`src/rtl/run_length_fsm.sv`:
```
// run_length_fsm: measures consecutive-high runs on in_i with live count, threshold pulse and final length.
module run_length_fsm #(
  parameter int CNT_W  = 3,
  parameter int THRESH = 5,
  parameter int WRAP   = 0
) (
  input  logic             clk_i,
  input  logic             reset_i,
  input  logic             in_i,
  input  logic             clear_i,
  output logic [CNT_W-1:0] count_o,
  output logic [1:0]       state_o,
  output logic             hit_o,
  output logic [CNT_W-1:0] run_len_o,
  output logic             valid_o,
  output logic             overflow_o
);
  if (CNT_W < 2 || CNT_W > 16 || THRESH < 1 || THRESH > (1 << CNT_W) - 1) begin : g_bad_param
    $error("run_length_fsm: illegal CNT_W/THRESH");
  end
  typedef enum logic [1:0] {IDLE = 2'b00, RUN = 2'b01, DONE = 2'b10} state_t;
  localparam logic [CNT_W-1:0] MAX = '1;
  localparam logic [CNT_W-1:0] TH  = CNT_W'(THRESH);
  state_t           state;
  logic             armed;
  logic             at_max;
  logic [CNT_W-1:0] inc;
  assign at_max  = count_o == MAX;
  assign inc     = at_max ? (WRAP != 0 ? '0 : MAX) : count_o + CNT_W'(1);
  assign state_o = state;
  // armed limits hit_o to one pulse per run, even when a wrapped count passes THRESH again
  always_ff @(posedge clk_i) begin
    if (reset_i) begin
      state      <= IDLE;
      count_o    <= '0;
      run_len_o  <= '0;
      hit_o      <= 1'b0;
      valid_o    <= 1'b0;
      overflow_o <= 1'b0;
      armed      <= 1'b0;
    end else if (clear_i) begin
      state      <= IDLE;
      count_o    <= '0;
      hit_o      <= 1'b0;
      valid_o    <= 1'b0;
      overflow_o <= 1'b0;
      armed      <= 1'b0;
    end else begin
      hit_o   <= 1'b0;
      valid_o <= 1'b0;
      case (state)
        IDLE, DONE: begin
          state      <= in_i ? RUN : IDLE;
          count_o    <= in_i ? CNT_W'(1) : '0;
          overflow_o <= 1'b0;
          hit_o      <= in_i && (THRESH == 1);
          armed      <= in_i && (THRESH != 1);
        end
        RUN: begin
          if (in_i) begin
            count_o    <= inc;
            overflow_o <= overflow_o | at_max;
            hit_o      <= armed && (inc == TH);
            armed      <= armed && (inc != TH);
          end else begin
            state     <= DONE;
            run_len_o <= count_o;
            valid_o   <= 1'b1;
          end
        end
        default: begin
          state      <= IDLE;
          count_o    <= '0;
          overflow_o <= 1'b0;
          armed      <= 1'b0;
        end
      endcase
    end
  end
endmodule

```
`config.mk`:
```
export PLATFORM = sky130hd
export DESIGN_NAME = run_length_fsm
export DESIGN_NICKNAME = d
export VERILOG_FILES = /design/src/rtl/run_length_fsm.sv
export SDC_FILE = /design/constraint.sdc
export NUM_CORES = 1
export LEC_CHECK = 0
export CAP_MARGIN = 5
export CORE_AREA = 3 3 40 42
export DETAILED_ROUTE_END_ITERATION = 7
export DIE_AREA = 0 0 43 45
export GPL_ROUTABILITY_DRIVEN = 0
export SKIP_CTS_REPAIR_TIMING = 1
export SYNTH_ARGS = -nofsm -noshare
export SYNTH_HDL_FRONTEND = slang
export SYNTH_SLANG_ARGS = --single-unit
```
`constraint.sdc`:
```
create_clock -name clk_i -period 1.6 [get_ports clk_i]
set_input_delay 0.16 -clock clk_i [delete_from_list [all_inputs] [get_ports clk_i]]
set_output_delay 0.16 -clock clk_i [all_outputs]
set_load 0.01 [all_outputs]
```
==> After elaboration in Yosys (flattened, before gate mapping) <==
Index checks and enable logic that the tools add are counted.
{ "word_totals": {"regBits": 12, "input_bits": 4} }
{ "classes": {"bitwise": 4, "n_eq_ne": 7, "n_addsub": 1, "mux": 10, "n_reduce_logical": 8} }
{ "op_table": {"columns": ["op", "count"], "rows": [
  ["$eq A3 B3 Y1 const B", 2],
  ["$mux W3", 2],
  ["$pmux W3 S2", 1],
  ["$mux W1", 4],
  ["$ne A2 B2 Y1 const B", 2],
  ["$pmux W2 S2", 1],
  ["$reduce_or A2 Y1", 2],
  ["$reduce_or A4 Y1", 1],
  ["$add A3 B1 Y3 const B", 1],
  ["$ne A3 B3 Y1 const B", 1],
  ["$not A1 Y1", 3],
  ["$reduce_and A3 Y1", 1],
  ["$reduce_or A3 Y1", 1],
  ["$eq A2 B1 Y1 const B", 1],
  ["$eq A2 B2 Y1 const B", 1],
  ["$logic_and A1 B1 Y1", 2],
  ["$logic_not A2 Y1", 1],
  ["$mux W2", 1],
  ["$pmux W1 S2", 1],
  ["$or A1 B1 Y1", 1]
]} }

==> Longest topological paths before layout <==
{ "logic_depth": {"ltp_word": 6, "mapped_depth": 5, "ltp_nobuf": 5} }

==> Worst setup path before layout <==
Ideal clock, no wire load.
{ "synth_timing": {"path_kind": "flip-flop to flip-flop", "start": "register count_o[0]", "end": "register count_o[0]", "t_arrival_ns": 1.183, "slack_ns": 0.305, "path_stages_with_launch": 5, "n_path_buf": 0, "synth_period_minus_slack_ns": 1.295, "path_cell_list": "dfxtp_1 ha_1 and2_1 o21bai_1 a2111oi_1"} }
{ "synth_via": {"elab_chain_cells": 4, "word_cells_on_any_way": 5, "cone_classes": "add/sub (1); eq/ne (1); mux (3)"} }
{ "synth_rtl": {"columns": ["item", "line_no", "text"], "rows": [
  ["from (decl)", "11", "output logic [CNT_W-1:0] count_o,"],
  ["from (signal assigned)", "54", "count_o <= in_i ? CNT_W'(1) : '0;"],
  ["from (signal assigned)", "61", "count_o <= inc;"],
  ["$add A3 B1 Y3 / $eq A3 B3 Y1 (equally long branches)", "29, 28", null],
  ["$mux W3 (*)", "29", "assign inc = at_max ? (WRAP != 0 ? '0 : MAX) : count_o + CNT_W'(1);"],
  ["$mux W3 (*)", "60", "if (in_i) begin"],
  ["$pmux W3 S2 (*)", "51", "case (state)"]
]} }
Mark *: on every way between the ends. The rest lies on a longest branch, timed or not. The select of a mux whose other input is x is not followed.
A chain may end at the register's enable or synchronous reset.

==> Worst setup path in the final report <==
{ "layout_timing": {"start": "register state[1] (netlist: state_o[1])", "end": "output port state_o[1]"} }
{ "layout_lines": {"columns": ["item", "line_no", "text"], "rows": [
  ["from (decl)", "24", "state_t state;"],
  ["from (signal assigned)", "53", "state <= in_i ? RUN : IDLE;"],
  ["to (decl)", "12", "output logic [1:0] state_o,"]
]} }
No word-level cell between the ends.

==> flow_summary.json <==
{
  "run_status": "complete, no violations",
  "cts_buffers": 3,
  "die_h_um": 45,
  "yosysTopAreaCell": "dfxtp_1",
  "required_ns": 1.44,
  "htree_num_levels": 1,
  "powerDensity_nw_per_um2": 833,
  "slew_viol_final": 0,
  "tightest_slew_ns": 0.376,
  "regToRegSetupSlack_ns": 0.22,
  "vias_per_cell": 4.75,
  "place_area_um2": 657,
  "fmax_mhz": 689,
  "drive_gt1_share_pct": 13.2,
  "crit_fanout": 6,
  "fillers": 121,
  "layout_common_cells": "clkdlybuf4s50_1, dfxtp_1, nor2_1",
  "drt_first_pass_iters": 4,
  "ys_warn_count": 0,
  "cp_cell_sequence": "clkdlybuf4s50_1",
  "ys_types": 21,
  "wl_per_cell_um": 11.1,
  "p_clk_share_pct": 40.0,
  "cpPeakStageDelay_ns": 0.58,
  "cp-end-kind": "output pin",
  "reg2reg_from": "count_o[1]",
  "dieArea_um2": 1940,
  "multi_input_area_um2": 224,
  "synthCells": 48,
  "drcViolationCount": 0,
  "syn_area_um2": 480,
  "cp.buffers_inverters": 1,
  "synthToLayoutAreaGrowth_pct": 44.3,
  "overflow": 0,
  "critical_path.top_delay_family": "buffers and inverters",
  "ant_nets": 0,
  "start_util_pct": 37.4,
  "hold_start": "armed",
  "p_int_mw": 0.463,
  "postLayoutCellArea_um2": 693,
  "r2r_cells": 4,
  "finalCriticalPeriod_ns": 1.45,
  "cts-root-buf": "clkbuf_4",
  "p_sw_share_pct": 19.8,
  "cts.sinks": 12,
  "ys_seq_area_share_pct": 50.0,
  "grt_pass1_vias": 382,
  "cp_slowest_cell": "clkdlybuf4s50_1",
  "ir_drop_mv": 0.675,
  "core_area_um2": 1280,
  "num_rows": 13,
  "finClkSkew_ns": 0.000275,
  "fin_nets": 75,
  "syn_nets": 54,
  "min_to": "hit_o",
  "ys_seq_elements": 12,
  "totalNegativeSetupSlack_ns": 0,
  "critPathArrivalTime_ns": 1.29,
  "dieWidth_um": 43,
  "vias": 394,
  "whs_path_depth": 2,
  "grt_antenna_before_repair": 0,
  "syn_area_per_cell_um2": 10.0,
  "worstSetupStartpointType": "register",
  "routed_wl_um": 921,
  "worstSetupPathType": "reg -> out",
  "hold_viol": 0,
  "min_period_over_period_pct": 90.7,
  "rsz0062_at_grt": "false",
  "synth.top_cell.area_share_pct": 50.0,
  "seqCellArea_um2": 240,
  "r2r-end": "count_o[0]",
  "p_switching_mw": 0.114,
  "initialDrtViolationCount": 5,
  "antennaDiodeCount": 0,
  "setup_violations": 0,
  "clock_path_buffers": 2,
  "ys_top_cells_by_area": "dfxtp_1, mux2i_1, nor2_1",
  "maxCapViolations": 0,
  "io_buffers": 14,
  "p_seq_share_pct": 53.0,
  "grt_max_degree": 11,
  "power.share.combinational_pct": 7.0,
  "leakagePower_nw": 0.246,
  "slew-limit-headroom_pct": 74.8,
  "insertion_delay_ns": 0.26,
  "track_usage_pct": 11.6,
  "grt_pass1_wl_um": 1660,
  "dp.final_hpwl_um": 695,
  "cts_tree": "yes",
  "path_clk_slew_ns": 0.07,
  "final_common_cell": "clkdlybuf4s50_1",
  "io_pins": 15,
  "hold_path.class": "reg -> reg"
}
[per-stage QoR]
stage	util [%]	setup WS [ns]	std cells	power (mW)	hold slack [ns]
detailed placement	51.1	0.139	79	0.354	0.431
CTS	53.9	0.113	83	0.590	0.443
global placement	51.1	0.144	79	0.353	0.434
floorplan	-	0.305	48	0.329	0.232
global route	53.9	0.0425	83	0.613	0.469
finish	53.9	0.148	83	0.577	0.440
[per-layer routing]
metal / GRT usage [%] / wire (um)
met2: 17.4 / 411
met1: 14.4 / 440
met5: 0 / 0
met3: 7.57 / 69
met4: 1.81 / 0
[how the worst max path moves through the flow]
stage | from | to | slack, ns | cells past startpoint
2_1_floorplan | count_o[0] | count_o[0] | 0.30 | 4
6_report | state_o[1] | state_o[1] | 0.15 | 1
4_1_cts | state_o[1] | state_o[1] | 0.11 | 1
3_3_place_gp | in_i | count_o[0] | 0.14 | 5
3_5_place_dp | in_i | count_o[0] | 0.14 | 5
5_1_grt | count_o[1] | count_o[0] | 0.04 | 4
[flip-flops by register name, indices dropped and copies added, names as in the netlist]
register and flops:
count_o 3, run_len_o 3, state_o 2, armed 1, hit_o 1, overflow_o 1, valid_o 1
[cells in the mapped netlist]
cell and count:
o21bai_1 1, nand3b_1 2, nor4b_4 1, buf_2 1, nor3_1 1, o211ai_1 1, nor2_1 8, ha_1 2
nand2_1 2, a21oi_1 3, mux2i_1 3, o21ai_1 1, and2_1 1, a21boi_0 1, inv_1 3, nand4b_1 1
o21ai_0 1, and3_1 1, nand2b_2 1, a2111oi_1 1, dfxtp_1 12
[power groups by stage]
stage | clock network (mW) | logic [mW] | registers [mW]
after floorplan | 0 | 0.0149 | 0.314
after global placement | 0 | 0.0406 | 0.313
after detailed placement | 0 | 0.0409 | 0.313
after CTS | 0.244 | 0.0410 | 0.306
after global routing | 0.262 | 0.0442 | 0.307
final | 0.231 | 0.0406 | 0.306
[final cells by class]
cell class                 count  area share, %
sequential                    12           34.7
multi-input combinational     32           32.3
timing repair buffer          17           23.5
clock buffer                   4           5.23
tap                           15           2.71
inverter                       3           1.62
[logic make-up (layout without fill, tap and decap cells)]
group           Yosys count  in the layout  synth area share (%)
flops                    12             12                  50.0
fa+ha+maj                 2              2                  5.21
buf+inv                   4             24                  3.38
compound gates            9              9                  12.0
simple gates             18             18                  23.2
mux                       3              3                  6.25
Power figures use the tool's default switching activity.
